**src/rtl/udp_tx_pkg.sv**
```systemverilog
`default_nettype none
// ============================================================================
//  Module   : udp_tx_pkg
//  Brief    : Shared encodings and defaults for the UDP TX arbiter and the
//             UDP TX engine (which consumes the same payload length).
//  Revision : 1.0  initial release
// ============================================================================
package udp_tx_pkg;

    // Arbiter FSM encoding
    typedef enum logic [1:0] {
        ST_IDLE   = 2'd0,
        ST_STREAM = 2'd1,
        ST_DRAIN  = 2'd2,
        ST_GAP    = 2'd3
    } udp_tx_state_t;

    // Fixed engine payload length; bytes forwarded per packet never exceed it
    localparam int c_payload_bytes = 960;
    // Idle cycles enforced between packets
    localparam int c_ifg_cycles    = 12;
    // Width of the statistics counters
    localparam int c_stat_w        = 16;
    // Width of the per-packet byte counter (covers up to 2047 bytes)
    localparam int c_byte_cnt_w    = 11;

endpackage
`default_nettype wire

```
**src/rtl/udp_tx_rr_pick.sv**
```systemverilog
`default_nettype none
// ============================================================================
//  Module   : udp_tx_rr_pick
//  Brief    : Two-input round-robin selector. A lone requester always wins;
//             on a tie the source that was not granted last wins.
//  Revision : 1.0  initial release
// ============================================================================
module udp_tx_rr_pick
    import udp_tx_pkg::*;
(
    input  logic [1:0] req,
    input  logic       last_s1,
    output logic [1:0] grant
);

    // One-hot pick from the request pair and the last-grant pointer
    always_comb begin
        grant = 2'b00;
        case (req)
            2'b01:   grant = 2'b01;
            2'b10:   grant = 2'b10;
            2'b11:   grant = last_s1 ? 2'b01 : 2'b10;
            default: grant = 2'b00;
        endcase
    end

endmodule
`default_nettype wire

```
**src/rtl/udp_tx_arbiter.sv**
```systemverilog
`default_nettype none
// ============================================================================
//  Module   : udp_tx_arbiter
//  Brief    : Per-packet round-robin scheduler sharing one fixed-length UDP
//             TX engine between two byte-stream sources. Grants one source
//             per packet, forwards its bytes combinationally, gates the
//             engine transmit enable and enforces an inter-packet gap.
//             Optional statistics counters: define UDP_TX_ARB_STATS_EN.
//  Revision : 1.0  initial release
// ============================================================================
module udp_tx_arbiter
    import udp_tx_pkg::*;
#(
    parameter int PAYLOAD_BYTES = c_payload_bytes,
    parameter int IFG_CYCLES    = c_ifg_cycles
)(
    input  logic                clk,
    input  logic                rst,
    input  logic [7:0]          s0_tdata,
    input  logic                s0_tvalid,
    input  logic                s0_tlast,
    output logic                s0_tready,
    input  logic [7:0]          s1_tdata,
    input  logic                s1_tvalid,
    input  logic                s1_tlast,
    output logic                s1_tready,
    output logic [7:0]          m_fifo_tdata,
    output logic                m_fifo_tvalid,
    input  logic                m_fifo_tready,
    output logic                o_enable_tx,
    input  logic                i_pkt_done,
    input  logic                i_tx_allow,
    output logic [1:0]          o_grant,
    output logic                o_busy,
    output logic [c_stat_w-1:0] o_pkt_count,
    output logic [c_stat_w-1:0] o_split_count
);

    localparam logic [c_byte_cnt_w-1:0] c_last_idx  = c_byte_cnt_w'(PAYLOAD_BYTES - 1);
    // With no gap configured a finished packet returns straight to IDLE
    localparam udp_tx_state_t           c_post_done = (IFG_CYCLES == 0) ? ST_IDLE : ST_GAP;

    udp_tx_state_t           r_state, w_state_nxt;
    logic [1:0]              r_grant, w_grant_nxt;
    logic                    r_last_s1, w_last_s1_nxt;
    logic                    r_fwd_open, w_fwd_open_nxt;
    logic [c_byte_cnt_w-1:0] r_byte_cnt, w_byte_cnt_nxt;

    logic [1:0] w_pick;
    logic       w_fwd;
    logic       w_sel_valid;
    logic       w_sel_last;
    logic [7:0] w_sel_data;
    logic       w_accept;
    logic       w_at_limit;
    logic       w_gap_zero;

    udp_tx_rr_pick u_rr_pick (
        .req     ({s1_tvalid, s0_tvalid}),
        .last_s1 (r_last_s1),
        .grant   (w_pick)
    );

    // Source mux driven by the registered grant; zero latency through it
    always_comb begin
        w_sel_valid = 1'b0;
        w_sel_last  = 1'b0;
        w_sel_data  = 8'h00;
        if (r_grant[0]) begin
            w_sel_valid = s0_tvalid;
            w_sel_last  = s0_tlast;
            w_sel_data  = s0_tdata;
        end else if (r_grant[1]) begin
            w_sel_valid = s1_tvalid;
            w_sel_last  = s1_tlast;
            w_sel_data  = s1_tdata;
        end
    end

    assign w_fwd         = (r_state == ST_STREAM) & r_fwd_open;
    assign m_fifo_tdata  = w_sel_data;
    assign m_fifo_tvalid = w_sel_valid & w_fwd;
    assign s0_tready     = r_grant[0] & w_fwd & m_fifo_tready;
    assign s1_tready     = r_grant[1] & w_fwd & m_fifo_tready;
    assign w_accept      = m_fifo_tvalid & m_fifo_tready;
    assign w_at_limit    = w_accept & (r_byte_cnt == c_last_idx);
    assign o_grant       = r_grant;

    // Gap timer: preloaded outside GAP, counts down while in GAP
    generate
        if (IFG_CYCLES > 0) begin : g_gap
            localparam int c_gap_w = (IFG_CYCLES > 1) ? $clog2(IFG_CYCLES) : 1;
            logic [c_gap_w-1:0] r_gap_cnt;

            // Countdown of the remaining idle cycles
            always_ff @(posedge clk or posedge rst) begin
                if (rst) begin
                    r_gap_cnt <= '0;
                end else if (r_state != ST_GAP) begin
                    r_gap_cnt <= c_gap_w'(IFG_CYCLES - 1);
                end else if (r_gap_cnt != '0) begin
                    r_gap_cnt <= r_gap_cnt - c_gap_w'(1);
                end
            end

            assign w_gap_zero = (r_gap_cnt == '0);
        end else begin : g_no_gap
            assign w_gap_zero = 1'b1;
        end
    endgenerate

    // Next-state, grant, forwarding window and engine-facing status
    always_comb begin
        w_state_nxt    = r_state;
        w_grant_nxt    = r_grant;
        w_last_s1_nxt  = r_last_s1;
        w_fwd_open_nxt = r_fwd_open;
        w_byte_cnt_nxt = r_byte_cnt;
        o_enable_tx    = 1'b0;
        o_busy         = 1'b1;
        case (r_state)
            ST_IDLE: begin
                o_busy         = 1'b0;
                w_byte_cnt_nxt = '0;
                w_fwd_open_nxt = 1'b1;
                if (i_tx_allow && (s0_tvalid || s1_tvalid)) begin
                    w_grant_nxt   = w_pick;
                    w_last_s1_nxt = w_pick[1];
                    w_state_nxt   = ST_STREAM;
                end
            end
            ST_STREAM: begin
                o_enable_tx = 1'b1;
                if (w_accept) begin
                    w_byte_cnt_nxt = r_byte_cnt + c_byte_cnt_w'(1);
                end
                // Engine padded out while the source stalled: packet is over
                if (i_pkt_done) begin
                    w_fwd_open_nxt = 1'b0;
                    w_grant_nxt    = 2'b00;
                    w_state_nxt    = c_post_done;
                end else if (w_accept && (w_sel_last || w_at_limit)) begin
                    w_fwd_open_nxt = 1'b0;
                    w_state_nxt    = ST_DRAIN;
                end
            end
            ST_DRAIN: begin
                o_enable_tx = 1'b1;
                if (i_pkt_done) begin
                    w_grant_nxt = 2'b00;
                    w_state_nxt = c_post_done;
                end
            end
            ST_GAP: begin
                if (w_gap_zero) begin
                    w_state_nxt = ST_IDLE;
                end
            end
            default: begin
                w_state_nxt = ST_IDLE;
                w_grant_nxt = 2'b00;
            end
        endcase
    end

    // State, grant and forwarding registers
    always_ff @(posedge clk or posedge rst) begin
        if (rst) begin
            r_state    <= ST_IDLE;
            r_grant    <= 2'b00;
            r_last_s1  <= 1'b1;
            r_fwd_open <= 1'b0;
            r_byte_cnt <= '0;
        end else begin
            r_state    <= w_state_nxt;
            r_grant    <= w_grant_nxt;
            r_last_s1  <= w_last_s1_nxt;
            r_fwd_open <= w_fwd_open_nxt;
            r_byte_cnt <= w_byte_cnt_nxt;
        end
    end

`ifdef UDP_TX_ARB_STATS_EN
    logic                w_done_ok;
    logic                w_split_ev;
    logic [c_stat_w-1:0] r_pkt_count;
    logic [c_stat_w-1:0] r_split_count;

    assign w_done_ok  = i_pkt_done & ((r_state == ST_STREAM) | (r_state == ST_DRAIN));
    // A packet is split when it closes without the source's tlast byte
    assign w_split_ev = (r_state == ST_STREAM) &
                        (i_pkt_done ? ~(w_accept & w_sel_last)
                                    : (w_at_limit & ~w_sel_last));

    // Wrapping packet and split statistics
    always_ff @(posedge clk or posedge rst) begin
        if (rst) begin
            r_pkt_count   <= '0;
            r_split_count <= '0;
        end else begin
            if (w_done_ok) begin
                r_pkt_count <= r_pkt_count + c_stat_w'(1);
            end
            if (w_split_ev) begin
                r_split_count <= r_split_count + c_stat_w'(1);
            end
        end
    end

    assign o_pkt_count   = r_pkt_count;
    assign o_split_count = r_split_count;
`else
    assign o_pkt_count   = '0;
    assign o_split_count = '0;
`endif

endmodule
`default_nettype wire

```
**config.mk**
```make
export PLATFORM = sky130hd
export DESIGN_NAME = udp_tx_arbiter
export DESIGN_NICKNAME = d
export VERILOG_FILES = /design/src/rtl/udp_tx_pkg.sv /design/src/rtl/udp_tx_rr_pick.sv /design/src/rtl/udp_tx_arbiter.sv
export SDC_FILE = /design/constraint.sdc
export NUM_CORES = 1
export LEC_CHECK = 0
export CAP_MARGIN = 10
export CORE_UTILIZATION = 45
export CTS_CLUSTER_SIZE = 16
export DETAILED_ROUTE_END_ITERATION = 8
export PLACE_DENSITY_LB_ADDON = 0.08
export SYNTH_ARGS = -nofsm -noshare
export SYNTH_HDL_FRONTEND = slang
export SYNTH_SLANG_ARGS = --single-unit
```
**constraint.sdc**
```tcl
create_clock -name clk -period 3.4 [get_ports clk]
set_input_delay 0.34 -clock clk [delete_from_list [all_inputs] [get_ports clk]]
set_output_delay 0.34 -clock clk [all_outputs]
set_load 0.02 [all_outputs]
```
==> metrics.md, run 1 <==
| Metric | Value |
|---|---|
| Outcome | `finished clean` |
| Synth cell types | `42` |
| CTS tree | `built` |
| Critical-path cell list | `nor2b_1 > a22o_1 > clkdlybuf4s50_1` |
| Post-DP HPWL | `2.42 mm` |
| Slowest cell on the critical path | `clkdlybuf4s50_1` |
| Starting Density | `47.1%` |
| Worst skew pair latency | `310 ps` |
| RD Place Congestion | `0.724` |
| Reg2reg end | `r_state[0]$_DFFE_PP0P_` |
| # resized after CTS | `0` |
| Hold_buf cts | `0` |
| Most frequent cells in the layout | `clkdlybuf4s50_1, conb_1, dfrtp_1` |
| Crit. End Element | `output pin` |
| Tmin final | `2640 ps` |
| Clock skew | `7.83 ps` |
| Yosys reg bits | `21` |
| # Post-CTS Setup Buffers | `0` |
| Largest cells by area after synthesis | `dfrtp_1, buf_4, a22o_1` |
| Worst Path Arrival | `2300 ps` |
| Die W | `61.1 um` |
| Yosys top cell by area | `dfrtp_1` |
| Seq/Total Area, Yosys | `33.5%` |
| Highest Clock Rate | `0.378 GHz` |
| Synth-to-layout area growth | `21.1%` |
| IO Count | `72` |
| Routed Antenna Nets | `0` |
| Pwr per Cell Area | `594 nW/um^2` |
| Core ar. | `3340 um^2` |
| Main synth FF type | `dfrtp_1` |
| Worst hold path class | `in -> async` |
| Vias after detailed routing | `1181` |
| PortBufs | `39` |
| Commonest non-fill, non-tap cell in the layout | `clkdlybuf4s50_1` |
| Slew @ Worst Pin | `816 ps` |
| WL per Instance | `12.1 um` |
| Synth Warn # | `0` |
| CP Launch Type | `flop` |
| R2R Setup Slk | `1400 ps` |
| Top-area cell type share of the netlist area | `31.9%` |
| # setup viols final | `0` |
| GRT Total Usage | `17.6%` |
| Area of the die | `3730 um^2` |
| Async SR Flop Fraction | `100%` |
| Area of the multi-input gates | `851 um^2` |
| First-pass DRT Iterations | `6` |
| Register area | `527 um^2` |
| Max_slew headroom | `45.6%` |
| Clock Tree Root | `clkbuf_4` |
| RSZ-0062 raised after global routing | `false` |
| Gr ovfl total | `0` |
| Buf+Inv Stages, Crit Path | `1` |
| Total wire length | `3.09 mm` |
| TritonCTS Sinks | `21` |
| Initial DRC Count | `20` |
| Clock Path Buffers | `2` |
| Setup_tns | `0 ps` |
| Critical path's largest stage delay | `610 ps` |
| Placement Setup Slack | `1120 ps` |
| DR DRC count | `0` |
| R2R depth | `5` |
| Die height | `61.1 um` |
| H-tree depth | `1` |
| Clock transition at path regs | `130 ps` |
| Vias in the first global route | `1079` |
| Setup Crit Path Kind | `reg -> out` |
| CP top delay family | `buffers and inverters` |
| Setup slack after layout | `757 ps` |
| Max Slew Vio Count | `0` |
| Final Cycle Share | `77.7%` |
| CTS buffer count | `3` |
| Worst vdd ir | `0.440 mV` |
| Initial antenna violation count | `0` |
| Number of synthesized flops with an enable pin | `0` |
| CP Max Fanout | `15` |
| Ratio of cells with drive above 1 in the final layout | `7.62%` |
| Std-Cell Rows | `21` |
| Vias per cell | `4.61` |
| Number of max-cap violations | `0` |
| Required time of the critical path | `3060 ps` |
| Layout fillers | `311` |
| Largest net degree at the start of global routing | `22` |
| Syn_area_per_cell | `9.13 um^2` |
| First-pass GRT wire length | `4.84 mm` |
| Worst r2r src | `o_grant[0]$_DFFE_PP0P_` |
| N_diodes | `0` |
| Final hold viol count | `0` |
| Mapped Area | `1570 um^2` |
| Pleak | `0.852 nW` |
| Gate Count Post-Synth | `172` |
| Nets | `242` |
[metrics by stage]
stage               util [%]  cells  area (um^2)  power (mW)  hold slack, ps
floorplan                  -    203         1690       0.816             316
global placement        56.2    252         1870       0.991             489
detailed placement      56.2    252         1870        1.01             501
CTS                     57.0    256         1900        1.14             510
global route            57.0    256         1900        1.21             544
finish                  57.0    256         1900        1.13             464
[state kept, by name (all words and copies together), names as in the netlist]
signal / count
r_byte_cnt: 11
g_gap.r_gap_cnt: 4
o_grant: 2
r_state: 2
r_fwd_open: 1
r_last_s1: 1
[worst max-delay path by stage]
stage                                        end  slack, ps  depth (start not counted)                           start
after detailed placement         m_fifo_tdata[6]       1120                          3          o_grant[0]$_DFFE_PP0P_
after floorplan           r_state[0]$_DFFE_PP0P_       1710                          7  g_gap.r_gap_cnt[0]$_DFFE_PP0P_
final                            m_fifo_tdata[6]        760                          3          o_grant[0]$_DFFE_PP0P_
after global routing             m_fifo_tdata[0]        630                          3          o_grant[0]$_DFFE_PP0P_
after global placement             m_fifo_tvalid       1170                          5                       s0_tvalid
after CTS                        m_fifo_tdata[6]        750                          3          o_grant[0]$_DFFE_PP0P_
[cells in the mapped netlist, types with 2 or more instances]
cell      instances
a211oi_1          2
a21oi_1           3
a21oi_2           2
a22o_1            9
and2_1            3
buf_4            33
clkbuf_1          2
dfrtp_1          20
ha_1              6
inv_1            13
mux2_1            2
mux2i_1           3
nand2_1          11
nand3_1           4
nor2_1           13
nor3_1            4
nor3_2            4
o21ai_1           5
or3_1             2
xnor2_1           9
[cells by family (layout without fill, tap and decap cells)]
| kind of cell | Yosys count | count (layout) | share of synthesized area (%) |
|---|---|---|---|
| xor gates and xnor gates | 9 | 9 | 5.02 |
| DFF | 21 | 21 | 33.5 |
| buffers and inverters | 49 | 56 | 19.7 |
| AOI/OAI and AO/OA | 29 | 29 | 14.9 |
| other | 1 | 32 | 0.239 |
| and+or+nand+nor | 52 | 52 | 18.5 |
| adders and majority gates | 6 | 6 | 4.78 |
| muxes | 5 | 5 | 3.35 |
[area by class of cell]
cell class / count / area share [%]
Multi-Input combinational cell: 133 / 44.7
Clock inverter: 1 / 0.263
Tap cell: 46 / 3.03
Inverter: 13 / 2.57
Sequential cell: 21 / 27.7
Clock buffer: 3 / 1.18
Timing Repair Buffer: 39 / 20.5
[metal layers]
metal | GRT usage (%) | share of wire, %
met1 | 23.4 | 47
met2 | 29.7 | 49
met3 | 3.99 | 3.9
met4 | 3.25 | 0.36
met5 | 0 | 0
[report_power, final]
part	total [mW]	internal, mW	switching (mW)
combinational	0.641	0.290	0.351
sequential	0.361	0.302	0.0593
clock	0.127	0.0439	0.0827
Note: power is estimated with default switching activity, not from simulation.
==> inputs of run 2 (changes only) <==
- CORE_UTILIZATION: 45 -> 38
- clock period: 3.4 -> 2.3 ns (I/O delays scaled with it)
==> run 2 against run 1 <==
- critical path depth up 1
- core utilization down 7.7 points
- setup slack worse by 610 ps
- total power up 56%
- sequential share of layout area down 0.76 points
- clock power up 96%
- non-clock buffer count up 3
- global-route usage down 1.2 points
- largest cell class unchanged
==> metrics.md, run 2 (synthesis gave the netlist of run 1 again) <==
| Metric | Value |
|---|---|
| Outcome | `finished clean` |
| WL per Instance | `13.0 um` |
| Area of the die | `4390 um^2` |
| CP Launch Type | `flop` |
| Max FFs per register | `11` |
| Highest Clock Rate | `0.465 GHz` |
| Worst hold path class | `in -> async` |
| Pwr per Cell Area | `902 nW/um^2` |
| Layout fillers | `403` |
| Required time of the critical path | `2070 ps` |
| Initial antenna violation count | `0` |
| Critical path's largest stage delay | `600 ps` |
| H-tree depth | `1` |
| CTS tree | `built` |
| RSZ-0062 raised after global routing | `false` |
| GRT Total Usage | `16.4%` |
| Tmin final | `2150 ps` |
| Critical-path cell list | `nor2b_1 > buf_4 > a22o_1 > clkdlybuf4s50_1` |
| Largest net degree at the start of global routing | `22` |
| CP Max Fanout | `15` |
| Routed Antenna Nets | `0` |
| Nets | `245` |
| Regs by FF count | `r_byte_cnt: 11 flops, g_gap.r_gap_cnt: 4 flops` |
| R2R depth | `5` |
| Final Cycle Share | `93.5%` |
| Crit. End Element | `output pin` |
| Vias after detailed routing | `1211` |
| Synth-to-layout area growth | `24.5%` |
| Total wire length | `3.42 mm` |
| Final Core Density | `49.2%` |
| N_diodes | `0` |
| Setup slack after layout | `149 ps` |
| DR DRC count | `0` |
| Die height | `66.3 um` |
| First-pass DRT Iterations | `4` |
| Initial DRC Count | `43` |
| Core ar. | `3970 um^2` |
| Clock Path Buffers | `2` |
| CTS buffer count | `3` |
| Placement Setup Slack | `267 ps` |
| First-pass GRT wire length | `5.52 mm` |
| Vias in the first global route | `1194` |
| Starting Density | `39.5%` |
| Number of max-cap violations | `0` |
| Setup_tns | `0 ps` |
| Commonest non-fill, non-tap cell in the layout | `clkdlybuf4s50_1` |
| Setup Crit Path Kind | `reg -> out` |
| Ratio of cells with drive above 1 in the final layout | `8.92%` |
| Most frequent cells in the layout | `clkdlybuf4s50_1, conb_1, dfrtp_1` |
| Max Slew Vio Count | `0` |
| CP top delay family | `buffers and inverters` |
| R2R Setup Slk | `370 ps` |
| Std-Cell Rows | `23` |
| Die W | `66.3 um` |
| Vias per cell | `4.60` |
| IO Count | `72` |
| # setup viols final | `0` |
| Final hold viol count | `0` |
| Slowest cell on the critical path | `clkdlybuf4s50_1` |
| Worst vdd ir | `0.511 mV` |
| TritonCTS Sinks | `21` |
| PortBufs | `39` |
| Clock transition at path regs | `80 ps` |
| Clock Tree Root | `clkbuf_8` |
| Post-DP HPWL | `2.59 mm` |
| Pleak | `0.930 nW` |
| Worst Path Arrival | `1920 ps` |
| Reg2reg end | `r_state[0]$_DFFE_PP0P_` |
| Gr ovfl total | `0` |
| Biggest register | `r_byte_cnt` |
| RD Place Congestion | `0.769` |
| Clock skew | `1.04 ps` |
| Worst skew pair latency | `260 ps` |
| Hold WS | `305 ps` |
| Worst r2r src | `o_grant[0]$_DFFE_PP0P_` |
| Buf+Inv Stages, Crit Path | `2` |
[run 2: cell types whose count changed in the layout (fill, tap and decap cells not counted)]
cell,previous run,this run
buf_4,0,3
clkbuf_4,3,0
clkbuf_8,0,3
clkdlybuf4s50_1,39,36
dlymetal6s2s_1,0,3
[run 2: worst max path at each step]
stage | startpoint | slack [ps] | cells past startpoint | end
6_report | o_grant[0]$_DFFE_PP0P_ | 150 | 4 | m_fifo_tdata[0]
3_3_place_gp | s0_tvalid | 280 | 5 | m_fifo_tvalid
2_1_floorplan | g_gap.r_gap_cnt[0]$_DFFE_PP0P_ | 610 | 7 | r_state[0]$_DFFE_PP0P_
4_1_cts | r_state[1]$_DFFE_PP0P_ | 20 | 5 | s0_tready
5_1_grt | o_grant[0]$_DFFE_PP0P_ | 50 | 4 | m_fifo_tdata[0]
3_5_place_dp | s0_tvalid | 270 | 5 | m_fifo_tvalid
[run 2: metrics by stage]
step / cell area [um^2] / instances / total power, mW
finish: 1960 / 263 / 1.76
global placement: 1900 / 259 / 1.50
CTS: 1950 / 263 / 1.78
detailed placement: 1900 / 259 / 1.52
floorplan: 1690 / 203 / 1.21
global route: 1960 / 263 / 1.89
[run 2: final cells by class]
type,count,area [um^2],area share (%)
multi-input combinational,133,851,43.5
inverter,13,48.8,2.50
tap,50,62.6,3.20
clock inverter,1,5.00,0.256
timing repair buffer,42,420,21.5
clock buffer,3,41.3,2.11
sequential,21,527,26.9
[run 2: layer usage]
layer  routed length [um]  track usage (%)  vias to the layer above
li1                     -                -                      605
met1                 1580             21.5                      577
met2                 1720             27.7                       27
met3                  105             3.79                        2
met4                   12             2.93                        0
met5                    0                0                        -
[run 2: tightest hold or removal path: stages]
cell	delay (ps)
clkdlybuf4s50_1	400
inv_1	50
buf_4	280
[run 2: where the power goes]
group / switching [mW] / internal, mW
combinational: 0.538 / 0.449
sequential: 0.0811 / 0.447
clock: 0.128 / 0.121
[run 2: what timing repair did]
item                       in CTS  in global routing
setup buffers                   0                  0
hold buffers                    0                  0
setup endpoints to repair       0                  3
resized for setup               0                  3
==> inputs of run 3 (changes only) <==
- SLEW_MARGIN: not set -> 30
==> results of run 3 <==
Same layout as run 2: the final DEF is identical, and so are final timing and power.
